$ cat src/rtl/rs_pkg.sv
// Shared constants, types and GF(2^8) helper for the RS(204,188) DVB-T encoder.
// The optional per-packet bypass is enabled with the RS_BYPASS_EN macro (see rs_encoder).
package rs_pkg;

    localparam logic [7:0] GF_POLY = 8'h1D;
    localparam int         K_BYTES = 188;
    localparam int         N_BYTES = 204;
    localparam int         NPAR    = 16;

    // Index j holds the coefficient of x^j of g(x) = prod_{i=0..15}(x - alpha^i); the x^16 term is 1.
    localparam logic [7:0] GEN_COEF [NPAR] = '{
        8'h3B, 8'h24, 8'h32, 8'h62, 8'hE5, 8'h29, 8'h41, 8'hA3,
        8'h08, 8'h1E, 8'hD1, 8'h44, 8'hBD, 8'h68, 8'h0D, 8'h3B
    };

    typedef enum logic [0:0] {
        DATA   = 1'b0,
        PARITY = 1'b1
    } state_e;

    function automatic logic [7:0] gf_mul(input logic [7:0] a, input logic [7:0] b);
        logic [7:0] acc;
        logic [7:0] x;
        acc = 8'h00;
        x   = a;
        for (int i = 0; i < 8; i++) begin
            acc = b[i] ? (acc ^ x) : acc;
            x   = x[7] ? ({x[6:0], 1'b0} ^ GF_POLY) : {x[6:0], 1'b0};
        end
        return acc;
    endfunction

endpackage

$ cat src/rtl/gf256_const_mult.sv
// Combinational multiply of a byte by a fixed GF(2^8) constant (poly 0x11D).
module gf256_const_mult
    import rs_pkg::*;
#(
    parameter logic [7:0] COEF = 8'h01
) (
    input  logic [7:0] din_i,
    output logic [7:0] dout_o
);

    assign dout_o = gf_mul(din_i, COEF);

endmodule

$ cat src/rtl/rs_encoder.sv
// Systematic RS(204,188,t=8) encoder: 188 data bytes pass through, then 16 LFSR parity bytes.
// Optional feature macro RS_BYPASS_EN adds a Bypass input that sends a packet through without parity.
module rs_encoder
    import rs_pkg::*;
(
    input  logic       Clk,
    input  logic       Reset,
    input  logic [7:0] Din,
    input  logic       Din_Valid,
    input  logic       Din_Sop,
`ifdef RS_BYPASS_EN
    input  logic       Bypass,
`endif
    output logic       Din_Ready,
    output logic [7:0] Dout,
    output logic       Dout_Valid,
    input  logic       Dout_Ready,
    output logic       Dout_Sop,
    output logic       Dout_Eop,
    output logic       Err_Resync
);

    localparam logic [7:0] LAST_DATA = 8'(K_BYTES - 1);
    localparam logic [7:0] LAST_PAR  = 8'(NPAR - 1);

    state_e     state_q, state_d;
    logic [7:0] count_q, count_d;
    logic [7:0] par_q [NPAR];
    logic [7:0] par_d [NPAR];
    logic [7:0] dout_q, dout_d;
    logic       dout_valid_q, dout_valid_d;
    logic       sop_q, sop_d;
    logic       eop_q, eop_d;
    logic       resync_q, resync_d;
    logic       bypass_q, bypass_d;

    logic       out_free_s, din_ready_s, accept_s, resync_s, first_s, pkt_bypass_s;
    logic [7:0] fb_s;
    logic [7:0] lfsr_base_s [NPAR];
    logic [7:0] lfsr_next_s [NPAR];
    logic [7:0] prod_s      [NPAR];

    assign accept_s = Din_Valid && din_ready_s;
    assign resync_s = accept_s && Din_Sop && (count_q != 8'd0);
    assign first_s  = (count_q == 8'd0) || resync_s;

`ifdef RS_BYPASS_EN
    assign pkt_bypass_s = first_s ? Bypass : bypass_q;
`else
    assign pkt_bypass_s = 1'b0;
`endif

    // A resync restarts the division, so the old remainder is discarded before feedback.
    always_comb begin
        for (int j = 0; j < NPAR; j++) begin
            lfsr_base_s[j] = resync_s ? 8'h00 : par_q[j];
        end
        fb_s = Din ^ lfsr_base_s[NPAR-1];
    end

    for (genvar g = 0; g < NPAR; g++) begin : g_mul
        gf256_const_mult #(.COEF(GEN_COEF[g])) u_mul (
            .din_i  (fb_s),
            .dout_o (prod_s[g])
        );
    end

    // LFSR division step for one accepted message byte.
    always_comb begin
        lfsr_next_s[0] = prod_s[0];
        for (int j = 1; j < NPAR; j++) begin
            lfsr_next_s[j] = lfsr_base_s[j-1] ^ prod_s[j];
        end
    end

    // State and output registers.
    always_ff @(posedge Clk) begin
        if (Reset) begin
            state_q      <= DATA;
            count_q      <= 8'd0;
            par_q        <= '{default: 8'h00};
            dout_q       <= 8'h00;
            dout_valid_q <= 1'b0;
            sop_q        <= 1'b0;
            eop_q        <= 1'b0;
            resync_q     <= 1'b0;
            bypass_q     <= 1'b0;
        end else begin
            state_q      <= state_d;
            count_q      <= count_d;
            par_q        <= par_d;
            dout_q       <= dout_d;
            dout_valid_q <= dout_valid_d;
            sop_q        <= sop_d;
            eop_q        <= eop_d;
            resync_q     <= resync_d;
            bypass_q     <= bypass_d;
        end
    end

    // Next-state logic: message pass-through in DATA, parity drain in PARITY.
    always_comb begin
        state_d      = state_q;
        count_d      = count_q;
        par_d        = par_q;
        dout_d       = dout_q;
        dout_valid_d = dout_valid_q;
        sop_d        = sop_q;
        eop_d        = eop_q;
        resync_d     = 1'b0;
        bypass_d     = (accept_s && first_s) ? pkt_bypass_s : bypass_q;
        case (state_q)
            DATA: begin
                if (accept_s) begin
                    dout_d       = Din;
                    dout_valid_d = 1'b1;
                    sop_d        = first_s;
                    eop_d        = 1'b0;
                    resync_d     = resync_s;
                    for (int j = 0; j < NPAR; j++) begin
                        par_d[j] = pkt_bypass_s ? 8'h00 : lfsr_next_s[j];
                    end
                    if (resync_s) begin
                        count_d = 8'd1;
                    end else if (count_q == LAST_DATA) begin
                        count_d = 8'd0;
                        eop_d   = pkt_bypass_s;
                        state_d = pkt_bypass_s ? DATA : PARITY;
                    end else begin
                        count_d = count_q + 8'd1;
                    end
                end else if (Dout_Ready) begin
                    dout_valid_d = 1'b0;
                    sop_d        = 1'b0;
                    eop_d        = 1'b0;
                end else begin
                    dout_valid_d = dout_valid_q;
                end
            end
            PARITY: begin
                if (out_free_s) begin
                    dout_d       = par_q[NPAR-1];
                    dout_valid_d = 1'b1;
                    sop_d        = 1'b0;
                    par_d[0]     = 8'h00;
                    for (int j = 1; j < NPAR; j++) begin
                        par_d[j] = par_q[j-1];
                    end
                    if (count_q == LAST_PAR) begin
                        count_d = 8'd0;
                        eop_d   = 1'b1;
                        state_d = DATA;
                    end else begin
                        count_d = count_q + 8'd1;
                        eop_d   = 1'b0;
                    end
                end else begin
                    state_d = PARITY;
                end
            end
            default: begin
                state_d = DATA;
                count_d = 8'd0;
            end
        endcase
    end

    // Handshake outputs derived from state and output-slot availability.
    always_comb begin
        out_free_s = !dout_valid_q || Dout_Ready;
        if (state_q == DATA) begin
            din_ready_s = out_free_s;
        end else begin
            din_ready_s = 1'b0;
        end
    end

    assign Din_Ready  = din_ready_s;
    assign Dout       = dout_q;
    assign Dout_Valid = dout_valid_q;
    assign Dout_Sop   = sop_q;
    assign Dout_Eop   = eop_q;
    assign Err_Resync = resync_q;

endmodule

$ cat config.mk
export PLATFORM = sky130hd
export DESIGN_NAME = rs_encoder
export DESIGN_NICKNAME = d
export VERILOG_FILES = /design/src/rtl/rs_pkg.sv /design/src/rtl/gf256_const_mult.sv /design/src/rtl/rs_encoder.sv
export SDC_FILE = /design/constraint.sdc
export NUM_CORES = 1
export LEC_CHECK = 0
export CORE_MARGIN = 2
export CORE_UTILIZATION = 55
export CTS_BUF_LIST = sky130_fd_sc_hd__clkbuf_8
export CTS_CLUSTER_DIAMETER = 60
export DETAILED_ROUTE_END_ITERATION = 7
export GPL_TIMING_DRIVEN = 0
export PLACE_DENSITY = 0.71
export SLEW_MARGIN = 20
export SYNTH_ARGS = -nofsm -noshare
export SYNTH_HDL_FRONTEND = slang
export SYNTH_HIERARCHICAL = 1
export SYNTH_SLANG_ARGS = --single-unit
$ cat constraint.sdc
create_clock -name Clk -period 12.7 [get_ports Clk]
set_clock_uncertainty 0.05 [all_clocks]
set_input_delay 2.54 -clock Clk [delete_from_list [all_inputs] [get_ports Clk]]
set_output_delay 2.54 -clock Clk [all_outputs]
set_load 0.005 [all_outputs]
==> summary.md, run 1 <==
| Metric | Value |
|---|---|
| Final Cycle Share | `51.9%` |
| DRC | `0` |
| Worst Slack Setup Final | `6.11 ns` |
| Antenna violations before repair | `0` |
| Critical path cell sequence | `clkdlybuf4s50_1 > nor2b_1 > nor2_1 > clkdlybuf4s50_1` |
| Worst slew pin tran | `0.839 ns` |
| Latest clock arrival within the worst-skew pair | `0.47 ns` |
| TritonCTS clock tree | `yes` |
| Hold Path End | `Dout[0]$_SDFFE_PP0P_` |
| Register-to-Register Path Depth | `14` |
| Crit path buf inv count | `2` |
| Die H | `145 um` |
| Peak supply drop | `0.121 mV` |
| Post-Syn Instances | `1222` |
| Syn Nets | `1237` |
| Power Total | `3.36 mW` |
| Drt wl/cell | `19.2 um` |
| Number of synthesized flops with an enable pin | `0` |
| Final antenna-violating net count | `0` |
| # clock sinks | `149` |
| Post-route insts no fill | `1580` |
| Setup-failing EPs final | `0` |
| Most common cell after layout, fill and taps aside | `dfxtp_1` |
| Final Hold Vio Count | `0` |
| Worst hold path type | `reg2reg` |
| Fraction of layout instances using a drive strength above 1 | `18.0%` |
| Critical path's top delay family | `buffers and inverters` |
| Ys async rst share | `0%` |
| WL final | `30400 um` |
| WP depth | `4` |
| RSZ-0062 raised after global routing | `no` |
| Fin crit period | `6.59 ns` |
| GRT Resource Usage Total | `28.8%` |
| Post-Syn Area per Cell | `8.96 um2` |
| Rel. slew slack | `43.8%` |
| Pwr dens | `269 mW/mm2` |
| Htree depth | `4` |
| Starting Density | `56.1%` |
| Yosys Warn Count | `6` |
| FP Rows | `51` |
| Post-DP HPWL | `22000 um` |
| Slack of the worst reg-to-reg path | `8.26 ns` |
| CP max-delay cell | `clkdlybuf4s50_1` |
| Post-route setup TNS | `0 ns` |
| Largest net degree at the start of global routing | `17` |
| P_leak | `4.94 nW` |
| CP Data Arrival Time | `4.00 ns` |
| Via count | `9515` |
| Vias in the first global route | `9163` |
| WHS Path Cells | `2` |
| Die area | `0.0211 mm2` |
| Final Hold Slack | `0.457 ns` |
| Worst-path clk slew | `0.09 ns` |
| CP peak stage delay | `0.48 ns` |
| Yosys cell types | `54` |
| Max Buffers Root-to-Sink | `2` |
| Most frequent cells in the layout | `dfxtp_1 (149), nand2_1 (135), xnor2_1 (127)` |
| Dpl ws | `5.79 ns` |
| Drt pass-1 iters | `6` |
| First DRT Iteration DRCs | `728` |
| GRT Residual Overflow | `0` |
| Fmax | `0.152 GHz` |
| RR Endpoint | `par_q[92]$_SDFFE_PP0P_` |
| Gp weighted congestion | `0.869` |
| Placed cell count | `1548` |
| IO buf count | `25` |
| First-pass GRT wire length | `49200 um` |
| Die span in x | `145 um` |
| Critical path required time | `10.11 ns` |
| Worst hold start | `Dout[0]$_SDFFE_PP0P_` |
| Crit path launch type | `input port` |
| IO Pins | `26` |
| CP Capture Type | `output pin` |
| Crit-path max FO | `6` |
| Critical path type | `in2out` |
| Ys flop type | `dfxtp_1` |
| RR Startpoint | `count_q[7]$_SDFFE_PP0P_` |
| Worst path most repeated cell | `clkdlybuf4s50_1` |
| Number of max-cap violations | `0` |
| Status | `complete, no violations` |
| Final slew viol count | `0` |
| Post-CTS Hold Buffers | `0` |
| Seq/Total Area, Yosys | `27.2%` |
| Number of diodes | `0` |
| TritonCTS buffer count | `17` |
| Total core area | `0.0195 mm2` |
| Netlist Area Pre-Place | `0.0110 mm2` |
| Final #Nets | `1317` |
| Post-CTS sizing | `0` |
| Vias/cell | `6.02` |
| Clk root buf | `clkbuf_8` |
| Yosys reg bits | `149` |
| Post-CTS Setup Inserts | `0` |
| Area delta synth->final | `13.9%` |
## kinds of logic (layout without fill, tap and decap cells)
group | count (synthesis) | count (layout) | share of synthesized area (%)
XOR/XNOR | 243 | 243 | 26.5
AO/OA/AOI/OAI | 401 | 401 | 25.8
AND/OR/NAND/NOR | 314 | 314 | 14.5
multiplexers | 8 | 8 | 0.731
adder cells (fa/ha/maj) | 2 | 2 | 0.228
buffers and inverters | 105 | 198 | 5.00
flip-flops | 149 | 149 | 27.2
## cells in the mapped netlist (8+ instances only)
cell      number  area share, %
dfxtp_1      149             27
nand2_1      135            4.6
xnor2_1      135             11
a21oi_1      126            5.8
nand2b_1     121            6.9
o21ai_1       90            4.1
o221a_2       90            9.3
clkbuf_1      60            2.1
xor2_1        50            4.0
o21ai_0       39            1.8
o221a_1       30            3.1
nor2_1        26           0.89
xnor3_1       21            4.3
buf_4         14           0.96
xor3_1        13            2.8
buf_6         11            1.1
a211oi_1      10           0.69
buf_2          9           0.41
a22oi_1        8           0.55
mux2i_1        8           0.73
## through the flow
step                utilization, %  area [um2]
floorplan                        -       11000
global placement              59.1       11500
detailed placement            61.6       12000
CTS                           63.9       12500
global route                  63.9       12500
finish                        63.9       12500
## how the worst max path moves through the flow
stage          startpoint                      to  slack (ns)
6_report       Dout_Ready               Din_Ready        6.11
5_1_grt        Dout_Ready               Din_Ready        6.00
4_1_cts        Dout_Ready               Din_Ready        6.09
3_5_place_dp   Dout_Ready  par_q[92]$_SDFFE_PP0P_        5.79
3_3_place_gp   Dout_Ready  par_q[88]$_SDFFE_PP0P_        1.37
2_1_floorplan  Dout_Ready  par_q[51]$_SDFFE_PP0P_        4.40
## flip-flops by register name, summed over array words and instances, names as in the netlist
signal	flops
par_q	128
Dout	8
count_q	8
Dout_Eop	1
Dout_Sop	1
Dout_Valid	1
Err_Resync	1
state_q	1
## layout make-up
cell class | instances | area (um2)
multi-input cells | 968 | 7480
fillers | 1686 | 7050
flip-flops and latches | 149 | 2980
repair buffers | 61 | 682
plain buffers | 100 | 529
well taps | 265 | 332
clock buffers | 18 | 248
clock inverters | 14 | 200
inverters | 5 | 18.8
## where the power goes
group	switching [mW]	internal, mW	leakage [nW]
Combinational	1.10	1.14	3.49
Sequential	0.109	0.585	1.23
Clock	0.207	0.222	0.216
Total	1.41	1.94	4.94
## routing by layer
metal  up-vias  track usage [%]  share of wire [%]
li1       4543                -                  -
met1      4595             39.0                 46
met2       319             47.5                 47
met3        58             4.37                5.3
met4         0             9.31                2.4
met5         -                0                  0
## tightest hold or removal path: stages, from the launching register on
cell and delay (ns):
dfxtp_1 0.32, nor2_1 0.10, a211oi_1 0.05
No activity file was read; power rests on OpenSTA's default activity.
==> run 2: changes to the inputs <==
Settings changed: PLACE_DENSITY 0.71 to 0.74.
Clock period 12.7 ns to 5.8 ns, I/O delays scaled along.
==> summary.md, run 2 (synthesized netlist as in run 1, its figures left out) <==
| Metric | Value |
|---|---|
| Gp weighted congestion | `0.903` |
| Post-CTS Setup Inserts | `0` |
| Total core area | `0.0195 mm2` |
| Post-DP HPWL | `21800 um` |
| Worst-path clk slew | `0.09 ns` |
| Number of max-cap violations | `0` |
| P_leak | `4.98 nW` |
| Post-CTS Hold Buffers | `0` |
| Post-CTS sizing | `0` |
| Final Cycle Share | `90.8%` |
| Fmax | `0.190 GHz` |
| Final slew viol count | `0` |
| Final #Nets | `1303` |
| Power Total | `7.47 mW` |
| Rel. slew slack | `48.2%` |
| Final core occ | `64.7%` |
| Antenna violations before repair | `0` |
| Multi-input gate area | `0.00756 mm2` |
| Drt wl/cell | `19.8 um` |
| Setup-failing EPs final | `0` |
| Final antenna-violating net count | `0` |
| RR Startpoint | `Dout_Valid$_SDFFE_PP0P_` |
| Pwr dens | `591 mW/mm2` |
| Clk root buf | `clkbuf_8` |
| Vias in the first global route | `9254` |
| Most frequent cells in the layout | `dfxtp_1 (149), nand2_1 (135), xnor2_1 (127)` |
| Peak supply drop | `0.317 mV` |
| Largest register FFs | `128` |
| Starting Density | `56.1%` |
| Via count | `9613` |
| GRT Residual Overflow | `0` |
| Fraction of layout instances using a drive strength above 1 | `16.8%` |
| Htree depth | `4` |
| TritonCTS buffer count | `17` |
| Dpl ws | `0.114 ns` |
| Max Buffers Root-to-Sink | `2` |
| Logic pwr share | `67.2%` |
| Internal power | `4.34 mW` |
| Worst Slack Setup Final | `0.534 ns` |
| RSZ-0062 raised after global routing | `no` |
| Die span in x | `145 um` |
| FP Rows | `51` |
| Status | `complete, no violations` |
| Worst setup path startpoint | `Dout_Ready` |
| CP peak stage delay | `0.65 ns` |
| Final Hold Vio Count | `0` |
| Crit path launch type | `input port` |
| Critical path type | `in2reg` |
| Clock network power share | `12.4%` |
| Worst hold path type | `reg2reg` |
| CP Data Arrival Time | `5.63 ns` |
| DRC | `0` |
| IO Pins | `26` |
| Switching pwr | `3.13 mW` |
| First-pass GRT wire length | `49900 um` |
| Seq pwr share | `20.4%` |
| First DRT Iteration DRCs | `1014` |
| TritonCTS clock tree | `yes` |
| Critical path required time | `6.16 ns` |
| Area delta synth->final | `15.3%` |
| Largest net degree at the start of global routing | `17` |
| Crit-path max FO | `15` |
| IO buf count | `25` |
| CP max-delay cell | `xnor2_4` |
| # clock sinks | `149` |
| CP Capture Type | `register` |
| Vias/cell | `6.14` |
| Worst slew pin tran | `0.777 ns` |
| Number of diodes | `0` |
| Most flop-heavy register | `par_q` |
| Post-route setup TNS | `0 ns` |
| Die H | `145 um` |
| Fin crit period | `5.27 ns` |
| Latest clock arrival within the worst-skew pair | `0.48 ns` |
| Net Sw Frac | `41.9%` |
| WL final | `31000 um` |
| Drt pass-1 iters | `6` |
| Storage cell area | `0.00298 mm2` |
| GRT Resource Usage Total | `29.3%` |
| Most common cell after layout, fill and taps aside | `dfxtp_1` |
| Critical path cell sequence | `clkdlybuf4s50_1 > nor2b_1 > nor3b_2 > nand2_2 > buf_4 > buf_2 > nand2_1 > xnor2_4 > buf_16 > buf_8 > buf_8 > xnor2_2 > xnor3_1 > nand2b_1 > nand2_1 > o21ai_0 > o221a_2` |
| Die area | `0.0211 mm2` |
| # fillers | `1653` |
| Worst hold start | `Dout[6]$_SDFFE_PP0P_` |
## run 2: path summary, 6_finish.rpt
| path | end | slack, ns | cells past startpoint |
|---|---|---|---|
| max reg2reg | par_q[53]$_SDFFE_PP0P_ | 1.29 | 16 |
| max | par_q[53]$_SDFFE_PP0P_ | 0.53 | 17 |
| min reg2reg | Dout[6]$_SDFFE_PP0P_ | 0.45 | 2 |
| min | Dout[6]$_SDFFE_PP0P_ | 0.45 | 2 |
## run 2: power groups by stage
stage	clock [mW]	sequential, mW	combinational, mW
after floorplan	0	1.44	3.99
after global placement	0	1.53	4.60
after detailed placement	0	1.53	4.95
after CTS	0.927	1.51	4.98
after global routing	0.964	1.55	5.48
final	0.923	1.53	5.02
## run 2: final cells by class
type | count | share of cell area (%)
Clock inverter | 12 | 1.28
Timing Repair Buffer | 47 | 6.09
Multi-Input combinational cell | 968 | 59.9
Sequential cell | 149 | 23.6
Buffer | 100 | 4.19
Clock buffer | 20 | 2.18
Inverter | 5 | 0.149
Tap cell | 265 | 2.63
## run 2: per-layer routing
metal	wire, um	up-vias	part of all wire, %	GRT usage, %
li1	-	4524	-	-
met3	2160	56	7.0	5.41
met2	14500	357	47	47.6
met1	13800	4676	44	40.0
met5	0	-	0	0
met4	589	0	1.9	8.73
## run 2: stage by stage
step	std cells	hold WS [ns]	instance area [um2]
after floorplan	1222	0.438	11000
after global placement	1512	0.441	11600
after detailed placement	1534	0.442	12200
after CTS	1566	0.454	12600
after global routing	1566	0.481	12600
final	1566	0.455	12600
## run 2: critical path, delay by kind of cell
family                 cells  cell delay (ns)
XOR/XNOR                   3             1.36
AO/OA/AOI/OAI              2             0.33
AND/OR/NAND/NOR            6             1.10
buffers and inverters      6             1.65
==> run 3: changes to the inputs <==
Settings changed: CORE_UTILIZATION 55 to 59, PLACE_DENSITY 0.74 to 0.78.
==> summary.md, run 3 (synthesized netlist as in run 1, its figures left out) <==
| Metric | Value |
|---|---|
| RSZ-0062 raised after global routing | `no` |
| Post-route setup TNS | `0 ns` |
| CP Data Arrival Time | `5.62 ns` |
| Rel. slew slack | `49.8%` |
| Post-CTS Setup Inserts | `0` |
| Number of diodes | `0` |
| Setup-failing EPs final | `0` |
| Status | `complete, no violations` |
| FP Rows | `49` |
| Drt wl/cell | `20.5 um` |
| Final Cycle Share | `91.2%` |
| Post-route cell area | `0.0126 mm2` |
| Critical path cell sequence | `clkdlybuf4s50_1 > nor2b_1 > nor3b_2 > nand2_2 > buf_4 > buf_2 > nand2_1 > xnor2_4 > buf_16 > buf_8 > buf_6 > xnor3_2 > xnor3_4 > nand2b_1 > a21oi_1 > o221a_2` |
| TritonCTS buffer count | `17` |
| # clock sinks | `149` |
| GRT Residual Overflow | `0` |
| Total core area | `0.0181 mm2` |
| Latest clock arrival within the worst-skew pair | `0.48 ns` |
| Pwr dens | `599 mW/mm2` |
| Final slew viol count | `0` |
| IO buf count | `25` |
| Power Total | `7.54 mW` |
| First DRT Iteration DRCs | `1093` |
| Most flop-heavy register | `par_q` |
| Worst Slack Setup Final | `0.510 ns` |
| Most frequent cells in the layout | `dfxtp_1 (149), nand2_1 (135), xnor2_1 (127)` |
| CP peak stage delay | `0.51 ns` |
| Peak supply drop | `0.361 mV` |
| Worst hold path type | `reg2reg` |
| Final #Nets | `1302` |
| Clk root buf | `clkbuf_8` |
| Most common cell after layout, fill and taps aside | `dfxtp_1` |
| Largest register FFs | `128` |
| Post-DP HPWL | `21400 um` |
| GRT Resource Usage Total | `32.2%` |
| Post-CTS Hold Buffers | `0` |
| Worst slew pin tran | `0.749 ns` |
| # fillers | `1352` |
| Crit path launch type | `input port` |
| IO Pins | `26` |
| Crit-path max FO | `12` |
| Worst-path clk slew | `0.09 ns` |
| Htree depth | `4` |
| Starting Density | `60.6%` |
| Fraction of layout instances using a drive strength above 1 | `16.9%` |
| Placed Area | `0.0122 mm2` |
| DRC | `0` |
| Dpl ws | `0.0477 ns` |
| WL final | `31300 um` |
| Die H | `140 um` |
| Via count | `9661` |
| Die span in x | `140 um` |
| CP max-delay cell | `nor2b_1` |
| Fin crit period | `5.29 ns` |
| Vias/cell | `6.33` |
| Area delta synth->final | `15.0%` |
| Crit path buf inv count | `6` |
| Vias in the first global route | `9332` |
| Number of max-cap violations | `0` |
| Critical path required time | `6.13 ns` |
| First-pass GRT wire length | `50400 um` |
| Final Hold Slack | `0.458 ns` |
| Critical path type | `in2reg` |
| Drt pass-1 iters | `5` |
| CP Capture Type | `register` |
| Fmax | `0.189 GHz` |
| Largest net degree at the start of global routing | `20` |
| Final Hold Vio Count | `0` |
| Post-CTS sizing | `0` |
| Final antenna-violating net count | `0` |
| Critical path's top delay family | `buffers and inverters` |
| Gp weighted congestion | `0.916` |
| Max Buffers Root-to-Sink | `2` |
| Antenna violations before repair | `0` |
| TritonCTS clock tree | `yes` |
| Die area | `0.0197 mm2` |
| P_leak | `4.97 nW` |
[run 3: cell type report]
| cell class | count | area (um2) | share of cell area (%) |
|---|---|---|---|
| well taps | 229 | 287 | 2.28 |
| inverters | 5 | 18.8 | 0.149 |
| flip-flops and latches | 149 | 2980 | 23.7 |
| plain buffers | 100 | 529 | 4.20 |
| repair buffers | 46 | 774 | 6.15 |
| clock buffers | 19 | 262 | 2.08 |
| clock inverters | 10 | 180 | 1.43 |
| multi-input cells | 968 | 7560 | 60.0 |
[run 3: worst register-to-register path: stages (launching register included)]
cell and delay, ns:
dfxtp_1 0.35, nor2b_1 0.51, nor3b_2 0.20, nand2_2 0.18
buf_4 0.23, buf_2 0.30, nand2_1 0.18, xnor2_4 0.49
buf_16 0.23, buf_8 0.18, buf_6 0.14, xnor3_2 0.43
xnor3_4 0.47, nand2b_1 0.12, a21oi_1 0.05, o221a_2 0.26
[run 3: stage by stage]
stage / utilization [%] / instances
CTS: 69.6 / 1526
detailed placement: 67.2 / 1497
floorplan: - / 1222
global route: 69.6 / 1526
finish: 69.6 / 1526
global placement: 63.8 / 1476
[run 3: per-layer routing]
metal,up-vias,global-route usage (%),wire length [um]
met5,-,0,0
met4,0,11.0,793
met3,76,5.44,2180
met2,425,51.8,14800
met1,4649,44.2,13500
li1,4511,-,-
[run 3: report_power, final]
part	leakage [nW]	internal (mW)	switching, mW
Combinational	3.51	2.56	2.50
Clock	0.219	0.525	0.423
Sequential	1.23	1.28	0.245
[run 3: path summary, 6_finish.rpt]
check	start	to	slack, ns	depth (start not counted)
worst max-delay path	Dout_Ready	par_q[95]$_SDFFE_PP0P_	0.51	16
worst min-delay path	Dout[3]$_SDFFE_PP0P_	Dout[3]$_SDFFE_PP0P_	0.46	2
worst max register to register	Dout_Valid$_SDFFE_PP0P_	par_q[95]$_SDFFE_PP0P_	1.34	15
worst min register to register	Dout[3]$_SDFFE_PP0P_	Dout[3]$_SDFFE_PP0P_	0.46	2
